===== config.mk =====
export PLATFORM = sky130hd
export DESIGN_NAME = ro_odometer_ctrl
export DESIGN_NICKNAME = d
export VERILOG_FILES = /design/src/rtl/ro_odometer_ctrl.sv
export SDC_FILE = /design/constraint.sdc
export NUM_CORES = 1
export LEC_CHECK = 0
export CAP_MARGIN = 25
export CELL_PAD_IN_SITES_DETAIL_PLACEMENT = 1
export CELL_PAD_IN_SITES_GLOBAL_PLACEMENT = 2
export CORE_MARGIN = 2
export CORE_UTILIZATION = 32
export CTS_BUF_LIST = sky130_fd_sc_hd__clkbuf_16
export CTS_CLUSTER_SIZE = 14
export DETAILED_ROUTE_END_ITERATION = 10
export PLACE_DENSITY_LB_ADDON = 0.1
export SLEW_MARGIN = 20
export SYNTH_ARGS = -nofsm -noshare
export SYNTH_HDL_FRONTEND = slang
export SYNTH_SLANG_ARGS = --single-unit

===== constraint.sdc =====
create_clock -name clk -period 5.3 [get_ports clk]
set_clock_uncertainty 0.15 [all_clocks]
set_input_delay 0.795 -clock clk [delete_from_list [all_inputs] [get_ports clk]]
set_output_delay 0.795 -clock clk [all_outputs]
set_load 0.05 [all_outputs]

===== src/rtl/ro_odometer_ctrl.sv =====
// Ring-oscillator odometer: fresh measurement, stress, settle, aged measurement, delta.
// Define RO_SYNC_EN to pass ro_out through a two-flop synchronizer before edge detection.
module ro_odometer_ctrl #(
   parameter int CNT_W      = 16,
   parameter int TMR_W      = 16,
   parameter int SETTLE_CYC = 4
) (
   input  logic             clk,
   input  logic             rst,
   input  logic             start,
   input  logic             abort,
   input  logic [TMR_W-1:0] gate_cycles,
   input  logic [TMR_W-1:0] stress_cycles,
   input  logic             ro_out,
   output logic             en_ro,
   output logic             en_trans,
   output logic             nmos_g,
   output logic             ro_sleep,
   output logic [CNT_W-1:0] fresh_cnt,
   output logic [CNT_W-1:0] aged_cnt,
   output logic [CNT_W-1:0] delta,
   output logic             busy,
   output logic             done
);

   typedef enum logic [2:0] {
      S_IDLE, S_MEAS_FRESH, S_STRESS, S_SETTLE, S_MEAS_AGED, S_DONE
   } state_t;

   // Mode codes as {ro_sleep, en_ro, en_trans, nmos_g}.
   localparam logic [3:0] MODE_INIT    = 4'b1010;
   localparam logic [3:0] MODE_MEASURE = 4'b1110;
   localparam logic [3:0] MODE_SLEEP   = 4'b0000;
   localparam logic [3:0] MODE_STRESS  = 4'b1001;

   localparam logic [TMR_W-1:0] SETTLE_LAST =
      (SETTLE_CYC > 1) ? TMR_W'(SETTLE_CYC - 1) : '0;

   state_t           state, state_n;
   logic [TMR_W-1:0] tmr, tmr_n;
   logic [TMR_W-1:0] gate_q, gate_n;
   logic [TMR_W-1:0] stress_q, stress_n;
   logic [CNT_W-1:0] fresh_n, aged_n, delta_n;
   logic [3:0]       mode_q;
   logic             ro_q, ro_d, rise;

   // A zero length still yields a one-cycle window, so the last tick index is max(len,1)-1.
   function automatic logic [TMR_W-1:0] last_tick(input logic [TMR_W-1:0] len);
      return (len == '0) ? '0 : len - 1'b1;
   endfunction

   function automatic logic [3:0] mode_of(input state_t s);
      case (s)
         S_MEAS_FRESH, S_MEAS_AGED: return MODE_MEASURE;
         S_STRESS:                  return MODE_STRESS;
         S_DONE:                    return MODE_SLEEP;
         default:                   return MODE_INIT;
      endcase
   endfunction

`ifdef RO_SYNC_EN
   logic ro_meta;
   always_ff @(posedge clk) begin
      if (rst) begin
         ro_meta <= 1'b0;
         ro_q    <= 1'b0;
         ro_d    <= 1'b0;
      end else begin
         ro_meta <= ro_out;
         ro_q    <= ro_meta;
         ro_d    <= ro_q;
      end
   end
`else
   always_ff @(posedge clk) begin
      if (rst) begin
         ro_q <= 1'b0;
         ro_d <= 1'b0;
      end else begin
         ro_q <= ro_out;
         ro_d <= ro_q;
      end
   end
`endif

   assign rise = ro_q & ~ro_d;

   // NOTE: every variable gets its hold value first so no path through the case infers a latch.
   always_comb begin
      state_n  = state;
      tmr_n    = tmr;
      gate_n   = gate_q;
      stress_n = stress_q;
      fresh_n  = fresh_cnt;
      aged_n   = aged_cnt;
      delta_n  = delta;
      case (state)
         S_IDLE: begin
            if (start) begin
               gate_n   = gate_cycles;
               stress_n = stress_cycles;
               fresh_n  = '0;
               aged_n   = '0;
               delta_n  = '0;
               tmr_n    = last_tick(gate_cycles);
               state_n  = S_MEAS_FRESH;
            end
         end
         S_MEAS_FRESH: begin
            if (rise && !(&fresh_cnt)) fresh_n = fresh_cnt + 1'b1;
            if (tmr == '0) begin
               tmr_n   = last_tick(stress_q);
               state_n = S_STRESS;
            end else begin
               tmr_n = tmr - 1'b1;
            end
         end
         S_STRESS: begin
            if (tmr == '0) begin
               tmr_n   = SETTLE_LAST;
               state_n = S_SETTLE;
            end else begin
               tmr_n = tmr - 1'b1;
            end
         end
         S_SETTLE: begin
            if (tmr == '0) begin
               tmr_n   = last_tick(gate_q);
               state_n = S_MEAS_AGED;
            end else begin
               tmr_n = tmr - 1'b1;
            end
         end
         S_MEAS_AGED: begin
            if (rise && !(&aged_cnt)) aged_n = aged_cnt + 1'b1;
            if (tmr == '0) begin
               // Uses the final aged count so delta is valid alongside the done pulse.
               delta_n = (fresh_cnt > aged_n) ? fresh_cnt - aged_n : '0;
               tmr_n   = '0;
               state_n = S_DONE;
            end else begin
               tmr_n = tmr - 1'b1;
            end
         end
         S_DONE:  state_n = S_IDLE;
         default: state_n = S_IDLE;
      endcase
      if (abort) begin
         state_n = S_IDLE;
         tmr_n   = '0;
         fresh_n = fresh_cnt;
         aged_n  = aged_cnt;
         delta_n = delta;
      end
   end

   // NOTE: state registers use non-blocking assignments so all flops update from pre-edge values.
   always_ff @(posedge clk) begin
      if (rst) begin
         state     <= S_IDLE;
         tmr       <= '0;
         gate_q    <= '0;
         stress_q  <= '0;
         fresh_cnt <= '0;
         aged_cnt  <= '0;
         delta     <= '0;
         mode_q    <= MODE_INIT;
         busy      <= 1'b0;
         done      <= 1'b0;
      end else begin
         state     <= state_n;
         tmr       <= tmr_n;
         gate_q    <= gate_n;
         stress_q  <= stress_n;
         fresh_cnt <= fresh_n;
         aged_cnt  <= aged_n;
         delta     <= delta_n;
         mode_q    <= mode_of(state_n);
         busy      <= (state_n != S_IDLE) && (state_n != S_DONE);
         done      <= (state_n == S_DONE);
      end
   end

   assign {ro_sleep, en_ro, en_trans, nmos_g} = mode_q;

endmodule


==> implementation parameters <==
Parameter                              Value

Floorplanning
  Floorplan core area    21090 um^2
  Die boundary width    150.8 um
  Die boundary height    150.8 um
  I/O pin count    91
  Num rows    53
  DIE AREA    22730 um^2
  Initial cell density of the core    32.69%

Drt
  Remaining routing DRC violations    0
  Number of vias per cell after detailed routing    5.418
  Detailed Route Iter0 Violations    461
  Number of nets with antenna violations after detailed routing    0
  Detail-routed net length per standard cell    18.92 um
  Via count of the routed design    6811
  First-pass detailed-route iteration total    5
  Sum of routed wire length over all layers    23.79 mm

Synth
  Xor/xnor cell area share of the yosys netlist    9.655%
  Mapped Nets    974
  Compound-gate portion of the synthesized area    22.18%
  Simple-gate area share of the yosys netlist    26.50%
  Post-synthesis adder-cell area fraction    4.828%
  Synthesis-stage register bit count    107
  Top-area cell type share of the netlist area    31.07%
  Cells after synthesis    911
  Async SR Flop Fraction    0%
  Area of the mapped netlist    6894 um^2
  Commonest register cell after synthesis    sky130_fd_sc_hd__dfxtp_1
  Number of warning messages in the yosys log    0
  Share of cell area taken by muxes after synthesis    1.325%
  Mean instance size in the synthesized netlist    7.568 um^2
  Part of the Yosys area used for sequential elements    31.07%
  Most area-hungry cell type in the Yosys netlist    sky130_fd_sc_hd__dfxtp_1
  EDFF count, synth    0
  Main combinational cell family by area after synthesis    simple AND/OR/NAND/NOR gates
  Distinct cell type count after synthesis    67
  Cells taking the most area after synthesis    sky130_fd_sc_hd__dfxtp_1, sky130_fd_sc_hd__nand2_1, sky130_fd_sc_hd__a21oi_1

Timing
  Ratio of final minimum period to clock period    88.30%
  Setup Viol. Count Final    0
  Rel. slew slack    33.30%
  Final worst-path setup slack    0.6202 ns
  Setup repair after global routing missed its margin    no
  Period minus WS final    4.680 ns
  Slew at the pin with the worst max-slew slack    0.9913 ns
  Tightest hold margin    0.3128 ns
  Highest attainable clock frequency    213.7 MHz
  TNS Setup    0 ns
  Slew Limit Fails    0
  Fin. Hold Viols    0

Global route
  Wire length of the first global-routing pass    37.85 mm
  Total routing resource utilization after global routing    21.40%
  Pin count of the biggest net entering global routing    38
  Antenna violations before repair    0
  Via count of the first global-routing pass    6579
  Global route total overflow    0

Worst setup path
  Crit. End Element    flip-flop
  Critical path data required time    5.43 ns
  Critical Path AT    4.81 ns
  Critical-path maximum fanout    13
  Critical path launch point type    flip-flop
  Type of the worst setup path    reg -> reg

Layout
  Area Growth Syn to Fin    20.83%
  Layout cell share with drive strength beyond 1    4.888%
  Finished Core Util    39.50%
  Total Nets Final    1041
  Number of inserted diodes    0

Pwr
  P per Cell Area    235.2 nW/um^2
  Static leakage    0.002976 uW
  Worst vdd rail ir drop    0.1495 mV
  Overall power after layout    1959 uW

Outcome
  Run status    complete, no violations

Placed design
  Pre-CTS WS    0.6371 ns
  Post-detailed-placement half-perimeter wirelength    17.88 mm
  GPL Wtd Cong    0.8152
  Number of buffers inserted by port buffering    90

Clock tree
  Clock transition at path regs    0.08 ns
  Post-CTS sizing    0
  Number of H-tree branching levels    3
  TritonCTS clock tree    yes
  Buffer depth of the longest clock path    2
  CTS Hold Buffers Added    0
  Later-pin clock latency in the skew report    0.37 ns
  Number of post-CTS setup repair buffers    0
  Clock buffers created by TritonCTS    9
  Num Clock Sinks    107
  Clock root buffer    sky130_fd_sc_hd__clkbuf_16

Run
  Max-Cap Viols    0

Hold path
  HP Class    reg -> reg
==> stage by stage <==
| step | instance area (um^2) | cells |
|---|---|---|
| 2_1_floorplan | 6894 | 911 |
| 3_3_place_gp | 8031 | 1240 |
| 3_5_place_dp | 8031 | 1240 |
| 4_1_cts | 8315 | 1255 |
| 5_1_grt | 8330 | 1257 |
| 6_report | 8330 | 1257 |
==> final timing paths <==
path | from | to | slack (ns) | cells past startpoint
setup / recovery | aged_cnt[0] | delta[15] | 0.62 | 12
hold / removal | delta[11] | delta[11] | 0.31 | 2
setup reg to reg | aged_cnt[0] | delta[15] | 0.62 | 12
hold reg to reg | delta[11] | delta[11] | 0.31 | 2
==> cell type report <==
cell class              count  area [um^2]
flip-flops and latches    107         2142
inverters                  27        101.3
repair buffers            104         1001
clock inverters             6        58.81
well taps                 275        344.1
clock buffers               9        225.2
multi-input cells         729         4458
fillers                  2588        12760
==> flip-flops by register name (all words and copies together), names as in the netlist, 3 cells and up <==
name       count
fresh_cnt     16
stress_q      16
state          3
mode_q         4
gate_q        16
aged_cnt      16
tmr           16
delta         16
==> critical path: stages, from the launching register on <==
cell and delay (ns):
sky130_fd_sc_hd__dfxtp_1 0.47, sky130_fd_sc_hd__ha_1 0.30, sky130_fd_sc_hd__nand2_1 0.09, sky130_fd_sc_hd__nor4_1 0.64
sky130_fd_sc_hd__a31oi_1 0.45, sky130_fd_sc_hd__mux2i_1 0.51, sky130_fd_sc_hd__fa_1 0.33, sky130_fd_sc_hd__a211oi_1 0.11
sky130_fd_sc_hd__o211ai_1 0.41, sky130_fd_sc_hd__nand3_1 0.15, sky130_fd_sc_hd__a21oi_2 0.55, sky130_fd_sc_hd__nand2b_1 0.20
sky130_fd_sc_hd__o21ai_0 0.23
==> metal layers <==
| metal | global-route usage [%] | wire [um] | up-vias |
|---|---|---|---|
| met5 | 0 | 0 | - |
| met4 | 4.159 | 225 | 0 |
| met3 | 3.223 | 932 | 13 |
| met2 | 30.05 | 9632 | 111 |
| met1 | 34.12 | 13000 | 3279 |
| li1 | - | - | 3408 |
==> cell families after synthesis <==
group,Yosys count
flops,107
compound gates,249
buf+inv,75
fa+ha+maj,26
simple gates,369
xor+xnor,76
mux,9
==> synth_stat cells, types with 6 or more instances <==
| cell type | n |
|---|---|
| sky130_fd_sc_hd__mux2i_1 | 8 |
| sky130_fd_sc_hd__nand3b_1 | 11 |
| sky130_fd_sc_hd__nand3_1 | 19 |
| sky130_fd_sc_hd__a21oi_1 | 90 |
| sky130_fd_sc_hd__o22ai_1 | 11 |
| sky130_fd_sc_hd__nor4_1 | 18 |
| sky130_fd_sc_hd__xor2_1 | 33 |
| sky130_fd_sc_hd__o31ai_1 | 11 |
| sky130_fd_sc_hd__o21ai_0 | 53 |
| sky130_fd_sc_hd__ha_1 | 25 |
| sky130_fd_sc_hd__a22oi_1 | 12 |
| sky130_fd_sc_hd__nand2_1 | 126 |
| sky130_fd_sc_hd__nand2b_1 | 6 |
| sky130_fd_sc_hd__nor3_1 | 28 |
| sky130_fd_sc_hd__nor2b_1 | 7 |
| sky130_fd_sc_hd__dfxtp_1 | 107 |
| sky130_fd_sc_hd__nor2_1 | 80 |
| sky130_fd_sc_hd__xnor2_1 | 43 |
| sky130_fd_sc_hd__a31oi_1 | 14 |
| sky130_fd_sc_hd__inv_1 | 27 |
| sky130_fd_sc_hd__or3_1 | 20 |
| sky130_fd_sc_hd__a21o_1 | 7 |
| sky130_fd_sc_hd__or4_1 | 9 |
| sky130_fd_sc_hd__o221ai_1 | 6 |
| sky130_fd_sc_hd__clkbuf_1 | 40 |
| sky130_fd_sc_hd__a221oi_1 | 7 |
| sky130_fd_sc_hd__nand4_1 | 10 |
| sky130_fd_sc_hd__a211oi_1 | 8 |
==> report_power, final <==
group          internal [uW]  leakage, uW  switching, uW  total (uW)
clock network            363     0.000146            330         692
logic                    161      0.00196            244         405
registers                828     0.000870           34.4         862
total                   1350      0.00298            608        1960
==> cell usage in the layout, fill, tap and decap left out, types with 5 or more instances in the layout <==
cell                              instances
sky130_fd_sc_hd__or3_1                   20
sky130_fd_sc_hd__or4_1                    9
sky130_fd_sc_hd__clkbuf_16                9
sky130_fd_sc_hd__o31ai_1                 11
sky130_fd_sc_hd__a22oi_1                 12
sky130_fd_sc_hd__xnor2_1                 43
sky130_fd_sc_hd__or2_2                    5
sky130_fd_sc_hd__nand2b_1                 6
sky130_fd_sc_hd__a21oi_1                 90
sky130_fd_sc_hd__nand3b_1                11
sky130_fd_sc_hd__a31oi_1                 14
sky130_fd_sc_hd__nand3_1                 19
sky130_fd_sc_hd__xor2_1                  33
sky130_fd_sc_hd__nand4_1                 10
sky130_fd_sc_hd__nor4_1                  18
sky130_fd_sc_hd__nor3b_1                  5
sky130_fd_sc_hd__a221oi_1                 7
sky130_fd_sc_hd__nor2b_1                  7
sky130_fd_sc_hd__nor3_1                  27
sky130_fd_sc_hd__nand2_1                126
sky130_fd_sc_hd__mux2i_1                  8
sky130_fd_sc_hd__inv_1                   29
sky130_fd_sc_hd__a211oi_1                 8
sky130_fd_sc_hd__ha_1                    25
sky130_fd_sc_hd__clkdlybuf4s50_1         89
sky130_fd_sc_hd__o22ai_1                 11
sky130_fd_sc_hd__buf_4                   14
sky130_fd_sc_hd__o211ai_1                 5
sky130_fd_sc_hd__o21ai_0                 53
sky130_fd_sc_hd__a21o_1                   7
sky130_fd_sc_hd__dfxtp_1                107
sky130_fd_sc_hd__nor2_1                  80
sky130_fd_sc_hd__o221ai_1                 6
Power figures use the tool's default switching activity.
